$ cat config.mk
export PLATFORM = sky130hd
export DESIGN_NAME = simd_sequencer_flat
export DESIGN_NICKNAME = d
export VERILOG_FILES = /design/src/rtl/simd_sequencer_if.sv /design/src/rtl/simd_sequencer.sv /design/src/flat_wrapper.sv
export SDC_FILE = /design/constraint.sdc
export NUM_CORES = 1
export LEC_CHECK = 0
export BUFFER_PORTS_ARGS = -buffer_cell sky130_fd_sc_hd__buf_2
export CAP_MARGIN = 10
export CORE_MARGIN = 2
export CORE_UTILIZATION = 41
export CTS_BUF_LIST = sky130_fd_sc_hd__clkbuf_8
export CTS_CLUSTER_SIZE = 10
export DETAILED_ROUTE_END_ITERATION = 8
export GPL_TIMING_DRIVEN = 0
export SLEW_MARGIN = 30
export SYNTH_ARGS = -nofsm -noshare
export SYNTH_HDL_FRONTEND = slang
export SYNTH_SLANG_ARGS = --single-unit
$ cat constraint.sdc
create_clock -name clk -period 5.3 [get_ports clk]
set_clock_uncertainty 0.05 [all_clocks]
set_input_delay 1.06 -clock clk [delete_from_list [all_inputs] [get_ports clk]]
set_output_delay 1.06 -clock clk [all_outputs]
set_load 0.02 [all_outputs]
$ cat src/rtl/simd_sequencer_if.sv
// simd_sequencer_if: lane-op issue channel and write-back return between sequencer and SIMD ALU
interface simd_sequencer_if;
  logic       op_valid;
  logic       op_ready;
  logic [3:0] op_code;
  logic [7:0] op_dst;
  logic [7:0] op_srca;
  logic [7:0] op_srcb;
  logic       wb_valid;
  modport master (output op_valid, op_code, op_dst, op_srca, op_srcb, input op_ready, wb_valid);
  modport slave (input op_valid, op_code, op_dst, op_srca, op_srcb, output op_ready, wb_valid);
endinterface

$ cat src/rtl/simd_sequencer.sv
// simd_sequencer: expands one vector instruction into per-element lane ops and counts ALU write-backs
module simd_sequencer #(
  parameter int         LEN_W           = 8,
  parameter int         MAX_OUTSTANDING = 4,
  parameter logic [3:0] BAD_OPCODE      = 4'hF
) (
  input  logic             clk,
  input  logic             rstn,
  input  logic             ins_valid,
  input  logic [31:0]      instr,
  input  logic [LEN_W-1:0] instr_len,
  output logic             ins_done,
  output logic             busy,
  output logic             err,
  simd_sequencer_if.master alu
);
  localparam int OW = $clog2(MAX_OUTSTANDING) + 1;
  typedef enum logic [1:0] {IDLE, ISSUE, DRAIN, DONE} state_t;
  state_t           state;
  logic             ins_valid_q;
  logic [3:0]       code;
  logic [7:0]       dst_base, srca_base, srcb_base;
  logic [LEN_W-1:0] len, idx, completed, completed_nx;
  logic [OW-1:0]    outstanding;
  logic             start, fire, wb_ok, wb_bad, bad_op, unused_rsvd;
  assign unused_rsvd  = ^instr[3:0];
  assign start        = state == IDLE && ins_valid && !ins_valid_q;
  assign bad_op       = instr[31:28] == BAD_OPCODE;
  assign fire         = alu.op_valid && alu.op_ready;
  // a write-back with nothing in flight is spurious: flagged, never counted
  assign wb_ok        = alu.wb_valid && outstanding != '0;
  assign wb_bad       = alu.wb_valid && outstanding == '0;
  assign completed_nx = completed + LEN_W'(wb_ok);
  assign busy         = state != IDLE;
  assign ins_done     = state == DONE;
  assign alu.op_valid = state == ISSUE && outstanding < OW'(MAX_OUTSTANDING);
  assign alu.op_code  = code;
  assign alu.op_dst   = dst_base + 8'(idx);
  assign alu.op_srca  = srca_base + 8'(idx);
  assign alu.op_srcb  = srcb_base + 8'(idx);
  always_ff @(posedge clk or negedge rstn)
    if (!rstn) begin
      state       <= IDLE;
      ins_valid_q <= 1'b0;
      err         <= 1'b0;
      code        <= '0;
      dst_base    <= '0;
      srca_base   <= '0;
      srcb_base   <= '0;
      len         <= '0;
      idx         <= '0;
      completed   <= '0;
      outstanding <= '0;
    end else begin
      ins_valid_q <= ins_valid;
      outstanding <= outstanding + OW'(fire) - OW'(wb_ok);
      if (wb_bad) err <= 1'b1;
      case (state)
        IDLE: if (start) begin
          {code, dst_base, srca_base, srcb_base} <= instr[31:4];
          len       <= instr_len;
          idx       <= '0;
          completed <= '0;
          err       <= bad_op || wb_bad;
          state     <= (instr_len == '0 || bad_op) ? DONE : ISSUE;
        end
        ISSUE: begin
          completed <= completed_nx;
          if (fire) begin
            idx <= idx + LEN_W'(1);
            if (idx == len - LEN_W'(1)) state <= DRAIN;
          end
        end
        DRAIN: begin
          completed <= completed_nx;
          if (completed_nx == len) state <= DONE;
        end
        default: state <= IDLE;
      endcase
    end
endmodule

$ cat src/flat_wrapper.sv
// flat-port wrapper written by rule: the top's interface ports become plain ports
module simd_sequencer_flat 
#(
  parameter int         LEN_W           = 8,
  parameter int         MAX_OUTSTANDING = 4,
  parameter logic [3:0] BAD_OPCODE      = 4'hF
)
  (clk, rstn, ins_valid, instr, instr_len, ins_done, busy, err, alu_op_valid, alu_op_code, alu_op_dst, alu_op_srca, alu_op_srcb, alu_op_ready, alu_wb_valid);
  simd_sequencer_if alu_i ();
  input  logic clk;
  input  logic rstn;
  input  logic ins_valid;
  input  logic [31:0] instr;
  input  logic [LEN_W-1:0] instr_len;
  output logic ins_done;
  output logic busy;
  output logic err;
  output wire logic [$bits(alu_i.op_valid)-1:0] alu_op_valid;
  output wire logic [$bits(alu_i.op_code)-1:0] alu_op_code;
  output wire logic [$bits(alu_i.op_dst)-1:0] alu_op_dst;
  output wire logic [$bits(alu_i.op_srca)-1:0] alu_op_srca;
  output wire logic [$bits(alu_i.op_srcb)-1:0] alu_op_srcb;
  input wire logic [$bits(alu_i.op_ready)-1:0] alu_op_ready;
  input wire logic [$bits(alu_i.wb_valid)-1:0] alu_wb_valid;
  assign alu_op_valid = alu_i.op_valid;
  assign alu_op_code = alu_i.op_code;
  assign alu_op_dst = alu_i.op_dst;
  assign alu_op_srca = alu_i.op_srca;
  assign alu_op_srcb = alu_i.op_srcb;
  assign alu_i.op_ready = alu_op_ready;
  assign alu_i.wb_valid = alu_wb_valid;
  simd_sequencer #(.LEN_W(LEN_W), .MAX_OUTSTANDING(MAX_OUTSTANDING), .BAD_OPCODE(BAD_OPCODE)) u_core (.clk(clk), .rstn(rstn), .ins_valid(ins_valid), .instr(instr), .instr_len(instr_len), .ins_done(ins_done), .busy(busy), .err(err), .alu(alu_i));
endmodule
==> results.md, run 1 <==
- Min-Delay Path Depth: 1
- Register bit total from synthesis: 59
- Clock tree buffer depth: 2
- Post-route DRC: 0
- Core Area: 9640 um^2
- Largest net degree at the start of global routing: 60
- Hold Crit Start: u_core.alu.op_code[3]
- Vias/cell: 5.11
- Post-synth top area share: 0.368
- Max Cap Viol: 0
- Clock Sinks: 59
- Row count: 36
- Async set-reset flop share out of synthesis: 1.00
- Fin. max-slew vios: 0
- Min cycle time layout: 3.70 ns
- Post-cts resize count: 0
- Antenna Cells: 0
- Path type of the worst min-delay path: flip-flop to flip-flop
- Relative slew slack: 0.476
- TritonRoute pass-1 iters: 4
- Number of global-route vias before repair: 3004
- Final Wtd Congestion: 0.879
- DR vias: 3137
- Synthesized Nets: 475
- CP max FO: 10
- Leading area contributor after synthesis: dfrtp_1
- Gate Count Post-Synth: 395
- First-pass GRT wire length: 14.9 mm
- Most frequent cells in the layout: 75 x buf_2, 59 x dfrtp_1, 37 x mux2_2
- Prevailing post-synth register cell: dfrtp_1
- CTS tree: done
- Post-route cell area: 4710 um^2
- Layout cells sized above 1: 0.279
- Final setup fails: 0
- Max H-tree Level: 3
- Fmax achieved: 270 MHz
- Reg-to-Reg Start: u_core.outstanding[1]
- Final WS setup: 1.60 ns
- Setup TNS: 0 ns
- Initial core utilization: 0.416
- Worst path cell trace: ha_1 > inv_1 > fa_1 > inv_1 > a21oi_1 > o21bai_1 > a21o_1 > a21oi_1 > xnor2_1 > buf_2
- Worst Setup SP: u_core.idx[0]
- CP max stage delay: 0.59 ns
- Top cells by area, synth: dfrtp_1 37%, mux2_2 10%, ha_1 9.7%
- Post-synthesis to final-layout area growth: 17.4%
- Actual slew at the worst max-slew pin: 0.786 ns
- CTS Root Cell: clkbuf_8
- CP arrival: 2.59 ns
- Clock transition at path regs: 0.06 ns
- Total track usage: 0.185
- I/O pins: 77
- Met2 wire length: 4.44 mm
- Die height: 103 um
- DPL Wire Length: 6.92 mm
- Most common cell after layout, fill and taps aside: buf_2
- Hold buffer count at cts: 0
- Hold path endpoint: u_core.alu.op_code[3]
- CTS Buf Count: 9
- Routed wire length: 9.21 mm
- Worst flop-to-flop path endpoint: u_core.state[1]
- Leakage Power: 0.00240 uW
- Post-CTS setup buffer count: 0
- Met3 WL: 262 um
- Iter 0 DRT Violations: 94
- Pre-CTS WS: 1.55 ns
- Synth Area per Inst: 10.2 um^2
- WL/cell: 15.0 um
- Fillers: 939
- Die width: 103 um
- Peak supply drop: 0.000152 V
- CP Launch Type: flip-flop
- R2r setup slk: 2.19 ns
- Grt ovf: 0
- Worst Path Required: 4.19 ns
- PwrDens: 387 nW/um^2
- Period utilization: 0.698
- Met1 WL: 4.34 mm
- DRT antenna net count: 0
- Number of synthesized flops with an enable pin: 0
- Slowest library cell on the worst path: dfrtp_1
- Ys Warns: 0
- Initial antenna violation count: 0
- Clock latency at the later pin of the worst-skew pair: 0.35 ns
- Port bufs: 72
- Post-synthesis sequential area ratio: 0.368
- Highest Signal Layer: met4
- RSZ-0062 raised after global routing: false
- R2R depth: 12
- CP Capture Type: output port
- Cell Area, Synth: 4010 um^2
- Final #Nets: 558
- Yosys cell types: 51
- Hold Fails Final Rpt: 0
- Die Area: 10600 um^2
- Area after DPL: 4540 um^2
- Critical path type: flip-flop to output port
- Status: complete, no violations
## critical path, delay by kind of cell (launching register included)
family	cells	cell delay, ns
adders and majority gates	2	0.64
DFF	1	0.59
AOI/OAI and AO/OA	4	0.53
buffers and inverters	3	0.32
xor gates and xnor gates	1	0.15
## per-layer routing
metal / global-route usage / up-vias
met5: 0 / -
met4: 0.0759 / 0
met3: 0.0298 / 12
met2: 0.295 / 57
met1: 0.251 / 1521
li1: - / 1547
## logic make-up (layout without fill, tap and decap cells)
family                     count (synthesis)  count (layout)  synth area share
buffers and inverters                     49             135            0.0480
adders and majority gates                 35              35             0.117
and+or+nand+nor                           82              82             0.112
DFF                                       59              59             0.368
xor gates and xnor gates                  46              46             0.100
AOI/OAI and AO/OA                         76              76             0.123
muxes                                     48              48             0.132
## report_power, final
part	switching [uW]	internal, uW
Sequential	107	522
Combinational	475	349
Clock	181	187
Total	763	1060
## how the worst max path moves through the flow
stage,cells past startpoint,slack (ns),to
after floorplan,11,2.05,u_core.state[1]
after global routing,10,1.36,alu_op_dst[6]
after detailed placement,12,1.55,u_core.state[1]
after global placement,12,1.61,u_core.state[1]
after CTS,10,1.55,alu_op_dst[6]
final,10,1.60,alu_op_dst[6]
## through the flow
stage | util | hold WS (ns) | cells | power, uW
after floorplan | - | 0.430 | 395 | 1240
after global placement | 0.471 | 0.438 | 600 | 1450
after detailed placement | 0.471 | 0.443 | 600 | 1470
after CTS | 0.489 | 0.460 | 614 | 1840
after global routing | 0.489 | 0.478 | 614 | 1960
final | 0.489 | 0.458 | 614 | 1820
## cells in the mapped netlist (7+ instances only)
library cell	n
dfrtp_1	59
mux2_2	37
xnor2_1	32
ha_1	31
inv_1	30
a21oi_1	26
nor2_1	19
nand2_1	18
o21ai_0	15
xor2_1	14
clkbuf_1	13
nor3_1	11
mux2i_1	9
o21bai_1	8
a21o_1	7
nand4_1	7
## registers in the layout, summed over array words and instances (netlist names)
signal / cells
u_core.outstanding: 3
u_core.err: 1
u_core.alu.op_code: 4
u_core.dst_base: 8
u_core.ins_valid_q: 1
u_core.idx: 8
u_core.len: 8
u_core.completed: 8
u_core.srca_base: 8
u_core.srcb_base: 8
u_core.state: 2
## area by class of cell
type / instances / area, um^2 / share of cell area
clock buffer: 11 / 151 / 0.0321
sequential: 59 / 1480 / 0.313
inverter: 30 / 113 / 0.0239
tap: 133 / 166 / 0.0353
clock inverter: 3 / 16.3 / 0.00345
multi-input combinational: 287 / 2340 / 0.498
timing repair buffer: 72 / 363 / 0.0770
buffer: 19 / 80.1 / 0.0170
Note: power is estimated with default switching activity, not from simulation.
==> run 2, diff against run 1 <==
==> constraint.sdc (replaced) <==
create_clock -name clk -period 3.2 [get_ports clk]
set_clock_uncertainty 0.05 [all_clocks]
set_input_delay 0.64 -clock clk [delete_from_list [all_inputs] [get_ports clk]]
set_output_delay 0.64 -clock clk [all_outputs]
set_load 0.02 [all_outputs]
==> results.md, run 2 (synthesis results as in run 1) <==
- Max H-tree Level: 3 (unchanged)
- DRT antenna net count: 0 (unchanged)
- WL/cell: 15.0 um (+0.16%)
- CTS tree: done
- Post-route DRC: 0 (unchanged)
- Final #Nets: 561 (+0.54%)
- Finished Layout Cells: 617 (+0.49%)
- Routed wire length: 9.27 mm (+0.65%)
- Critical path type: flip-flop to flip-flop
- Flip-flop and latch area: 1480 um^2 (+0.17%)
- Port bufs: 72 (unchanged)
- Slowest library cell on the worst path: dfrtp_1
- Status: complete, no violations
- Clock Sinks: 59 (unchanged)
- I/O pins: 77 (unchanged)
- Antenna Cells: 0 (unchanged)
- PwrDens: 643 nW/um^2 (+66%)
- Placed cells: 600 (unchanged)
- Die Area: 10600 um^2 (unchanged)
- Row count: 36 (unchanged)
- Die width: 103 um (unchanged)
- Vias/cell: 5.06 (-0.90%)
- First-pass GRT wire length: 14.9 mm (unchanged)
- Number of global-route vias before repair: 3004 (unchanged)
- Fillers: 932 (-0.75%)
- CP max stage delay: 0.42 ns (-0.17 ns)
- Grt ovf: 0 (unchanged)
- Reg-to-Reg Start: u_core.outstanding[1]
- Layout cells sized above 1: 0.314 (+0.0355)
- Worst flop-to-flop path endpoint: u_core.state[1]
- Max Cap Viol: 0 (unchanged)
- Period utilization: 0.941
- CTS Root Cell: clkbuf_8
- Initial core utilization: 0.416 (unchanged)
- Hold buffer count at cts: 0 (unchanged)
- DPL Wire Length: 6.92 mm (unchanged)
- Total track usage: 0.185 (unchanged)
- Peak supply drop: 0.000252 V (+66%)
- Fmax achieved: 332 MHz
- TritonRoute pass-1 iters: 4 (unchanged)
- Largest net degree at the start of global routing: 60 (unchanged)
- Path type of the worst min-delay path: input pin to async pin
- Most frequent cells in the layout: 75 x buf_2, 57 x dfrtp_1, 37 x mux2_2
- Core Area: 9640 um^2 (unchanged)
- CP Capture Type: flip-flop
- Clock transition at path regs: 0.07 ns (about the same)
- Hold Fails Final Rpt: 0 (unchanged)
- Crit path capture: u_core.state[1]
- Area after DPL: 4540 um^2 (unchanged)
- Worst Path Required: 3.38 ns (-0.81 ns)
- CP arrival: 3.19 ns (+0.60 ns)
- R2r setup slk: 0.19 ns (-2.00 ns)
- Worst Setup SP: u_core.outstanding[1]
- CP max FO: 8 (-2)
- Final setup fails: 0 (unchanged)
- Area of the multi-input gates: 2380 um^2 (+1.7%)
- Fin. max-slew vios: 0 (unchanged)
- R2R depth: 12 (unchanged)
- Worst path cell trace: nor3_1 > nor2b_1 > ha_2 > ha_1 > buf_2 > nand3_2 > nor2_2 > xnor2_1 > a221oi_1 > o32ai_1 > nand4_1 > mux2_1
- CTS Buf Count: 9 (unchanged)
- Die height: 103 um (unchanged)
- Relative slew slack: 0.477 (+0.000892)
- Post-route cell area: 4780 um^2 (+1.5%)
- DR vias: 3124 (-0.41%)
- Min cycle time layout: 3.01 ns
- Iter 0 DRT Violations: 86 (-8.5%)
- Clock tree buffer depth: 2 (unchanged)
- Post-synthesis to final-layout area growth: 19.1%
- Most common cell after layout, fill and taps aside: buf_2
- Initial antenna violation count: 0 (unchanged)
- Final Wtd Congestion: 0.879 (unchanged)
- Clock latency at the later pin of the worst-skew pair: 0.35 ns (about the same)
- Leakage Power: 0.00242 uW (+0.94%)
- Actual slew at the worst max-slew pin: 0.784 ns (-0.00134 ns)
- CP Launch Type: flip-flop
-- run 2: cell count changes in the layout (fill, tap and decap cells not counted), sizes merged --
cell and delta:
buf +3, clkinvlp +1, inv -1
-- run 2: worst min-delay path by stage --
stage,startpoint,endpoint,slack (ns)
global route,ins_valid,u_core.ins_valid_q,0.36
CTS,rstn,u_core.len[2],0.34
detailed placement,u_core.alu.op_code[3],u_core.alu.op_code[3],0.44
global placement,u_core.alu.op_code[3],u_core.alu.op_code[3],0.44
floorplan,rstn,u_core.alu.op_code[0],0.29
finish,rstn,u_core.err,0.32
-- run 2: stage by stage --
stage          total power [uW]  hold WS (ns)  TNS (ns)  setup WS [ns]   util
3_3_place_gp               2390         0.438   -0.0658        -0.0658  0.471
3_5_place_dp               2430         0.443    -0.125         -0.125  0.471
5_1_grt                    3310         0.364   -0.0233        -0.0178  0.496
6_report                   3070         0.319         0          0.188  0.496
4_1_cts                    3060         0.337         0        0.00400  0.489
2_1_floorplan              2050         0.294         0          0.368      -
-- run 2: final cells by class --
class | instances | share of cell area
well taps | 133 | 0.0348
clock buffers | 11 | 0.0317
repair buffers | 75 | 0.0806
inverters | 30 | 0.0244
flip-flops and latches | 59 | 0.310
clock inverters | 3 | 0.00340
plain buffers | 19 | 0.0168
multi-input cells | 287 | 0.499
-- run 2: per-layer routing --
| layer | up-vias | share of wire | GRT usage |
|---|---|---|---|
| met2 | 56 | 0.48 | 0.295 |
| met3 | 12 | 0.030 | 0.0298 |
| met1 | 1506 | 0.47 | 0.251 |
| met4 | 0 | 0.017 | 0.0759 |
| li1 | 1550 | - | - |
| met5 | - | 0 | 0 |
-- run 2: report_power, final --
part	internal [uW]	leakage [uW]	switching, uW
Sequential	867	0.000771	162
Combinational	609	0.00156	823
Clock	310	0.0000885	300
Total	1790	0.00242	1280
-- run 2: worst max-delay path, delay by kind of cell (launching register included) --
| kind | cells | cell delay (ns) |
|---|---|---|
| AOI/OAI and AO/OA | 2 | 0.41 |
| xor gates and xnor gates | 1 | 0.14 |
| adders and majority gates | 2 | 0.43 |
| buffers and inverters | 1 | 0.19 |
| DFF | 1 | 0.42 |
| muxes | 1 | 0.35 |
| and+or+nand+nor | 5 | 0.93 |
-- run 2: timing repair --
action                                 4_1_cts  5_1_grt
endpoints found under the hold margin        0        0
pin swaps                                    0        0
setup endpoints to repair                    4        7
resized for setup                            2       13
buffers inserted                             0        3
==> run 3, diff against run 2 <==
--- a/config.mk
+++ b/config.mk
@@ -13,6 +13,7 @@
 export CTS_CLUSTER_SIZE = 10
 export DETAILED_ROUTE_END_ITERATION = 8
 export GPL_TIMING_DRIVEN = 0
+export SETUP_SLACK_MARGIN = 0.5
 export SLEW_MARGIN = 30
 export SYNTH_ARGS = -nofsm -noshare
 export SYNTH_HDL_FRONTEND = slang
==> results.md, run 3 (synthesis results as in run 1) <==
- WL/cell: 15.3 um (+1.8%)
- Max H-tree Level: 3 (unchanged)
- Largest net degree at the start of global routing: 31 (-48%)
- Total track usage: 0.194 (+0.00944)
- Routed wire length: 9.82 mm (+6.0%)
- Final setup fails: 0 (unchanged)
- CP max FO: 4 (-4)
- Actual slew at the worst max-slew pin: 0.650 ns (-0.134 ns)
- Hold buffer count at cts: 0 (unchanged)
- Die width: 103 um (unchanged)
- R2r setup slk: 0.54 ns (+0.35 ns)
- Post-route DRC: 0 (unchanged)
- Final WS setup: 0.229 ns (+0.0400 ns)
- Clock Sinks: 59 (unchanged)
- DR vias: 3254 (+4.2%)
- PwrDens: 661 nW/um^2 (+2.9%)
- Die height: 103 um (unchanged)
- Pre-CTS WS: 0.107 ns (+0.232 ns)
- CP Capture Type: output port
- CTS Root Cell: clkbuf_8
- Switching power: 1360 uW (+5.5%)
- Clock power frac: 0.219 (+0.020)
- DPL Wire Length: 7.09 mm (+2.5%)
- Clock transition at path regs: 0.07 ns (about the same)
- Iter 0 DRT Violations: 132 (+53%)
- CTS Buf Count: 9 (unchanged)
- Antenna Cells: 0 (unchanged)
- Min cycle time layout: 2.97 ns (-0.0400 ns)
- Status: complete, no violations
- Worst path cell trace: buf_12 > ha_4 > inv_2 > fa_2 > inv_2 > a21oi_2 > o21bai_2 > a21o_1 > a21oi_2 > xnor2_1 > buf_4
- Core Area: 9640 um^2 (unchanged)
- Period utilization: 0.929 (-0.0125)
- Met2 wire length: 4.71 mm (+5.7%)
- Relative slew slack: 0.567 (+0.0894)
- Port bufs: 72 (unchanged)
- Met1 WL: 4.56 mm (+4.5%)
- Final Core Density: 0.542 (+0.0463)
- I/O pins: 77 (unchanged)
- Logic gate share of total power: 0.478 (+0.012)
- Die Area: 10600 um^2 (unchanged)
- Worst Path Required: 2.51 ns (-0.87 ns)
- Peak supply drop: 0.000317 V (+26%)
- Highest Signal Layer: met4
- Flop pwr share: 0.303 (-0.032)
- Clock tree buffer depth: 2 (unchanged)
- Grt ovf: 0 (unchanged)
- Max Cap Viol: 0 (unchanged)
- Most common cell after layout, fill and taps aside: buf_2
- Final #Nets: 586 (+4.5%)
- Slowest library cell on the worst path: dfrtp_2
- Post-synthesis to final-layout area growth: 30.2%
- Row count: 36 (unchanged)
- Worst path bufs/invs: 4 (+3)
- CP arrival: 2.28 ns (-0.91 ns)
- Vias/cell: 5.07 (+0.11%)
- Fin. max-slew vios: 0 (unchanged)
- First-pass GRT wire length: 15.7 mm (+5.2%)
- CP top delay family: compound AO/OA/AOI/OAI gates
- Met3 WL: 402 um (+44%)
- TritonRoute pass-1 iters: 4 (unchanged)
- Initial antenna violation count: 0 (unchanged)
- Leakage Power: 0.00261 uW (+7.7%)
- Initial core utilization: 0.416 (unchanged)
- CTS tree: done
- Sw frac: 0.392 (-0.0259)
- Power Internal: 2100 uW (+17%)
- Clock latency at the later pin of the worst-skew pair: 0.35 ns (about the same)
- Layout cells sized above 1: 0.399 (+0.0848)
- Hold Fails Final Rpt: 0 (unchanged)
- RSZ-0062 raised after global routing: true
- CP Launch Type: flip-flop
- Number of global-route vias before repair: 3262 (+8.6%)
- Fmax achieved: 337 MHz (+1.3%)
- Final Wtd Congestion: 0.834 (-5.2%)
- Path type of the worst min-delay path: input pin to async pin
- Critical path type: flip-flop to output port
- DRT antenna net count: 0 (unchanged)
- Most frequent cells in the layout: 61 x buf_2, 57 x dfrtp_1, 37 x mux2_2, 37 x buf_4, 31 x xnor2_1
- CP max stage delay: 0.47 ns (+0.05 ns)
- Setup TNS: 0 ns (unchanged)
## run 3: stage by stage
step	hold WS [ns]	cells	power, uW	cell area, um^2
after floorplan	0.294	395	2070	4030
final	0.172	642	3450	5230
after global routing	0.198	642	3710	5230
after global placement	0.435	600	2400	4560
after CTS	0.179	634	3340	5060
after detailed placement	0.438	601	2440	4580
## run 3: what timing repair did
item / CTS / global route
gates resized for setup: 42 / 23
setup buffers: 19 / 8
endpoints found under the setup margin: 14 / 19
pin swaps: 24 / 26
## run 3: power groups by stage
stage	clock (uW)	combinational (uW)	sequential [uW]
final	758	1650	1050
after global routing	816	1830	1060
after CTS	781	1510	1040
after detailed placement	0	1380	1060
after global placement	0	1350	1060
after floorplan	0	1050	1010
## run 3: layer usage
metal,vias up,track usage
met3,11,0.0420
met2,65,0.312
met4,0,0.0739
li1,1604,-
met5,-,0
met1,1574,0.258
## run 3: final timing paths
kind,start,end,cells after the start
worst max-delay path,u_core.idx[0],alu_op_dst[6],11
worst min-delay path,rstn,u_core.srcb_base[1],1
min in group clk,ins_valid,u_core.ins_valid_q,1
worst max register to register,u_core.outstanding[2],u_core.state[1],11
worst min register to register,u_core.alu.op_code[3],u_core.alu.op_code[3],1
max in group asynchronous,rstn,u_core.idx[6],2
## run 3: area by class of cell
type | instances | area [um^2]
fillers | 878 | 4410
multi-input cells | 287 | 2510
flip-flops and latches | 59 | 1480
repair buffers | 100 | 646
well taps | 133 | 166
clock buffers | 11 | 151
inverters | 30 | 116
plain buffers | 19 | 88.8
clock inverters | 3 | 63.8
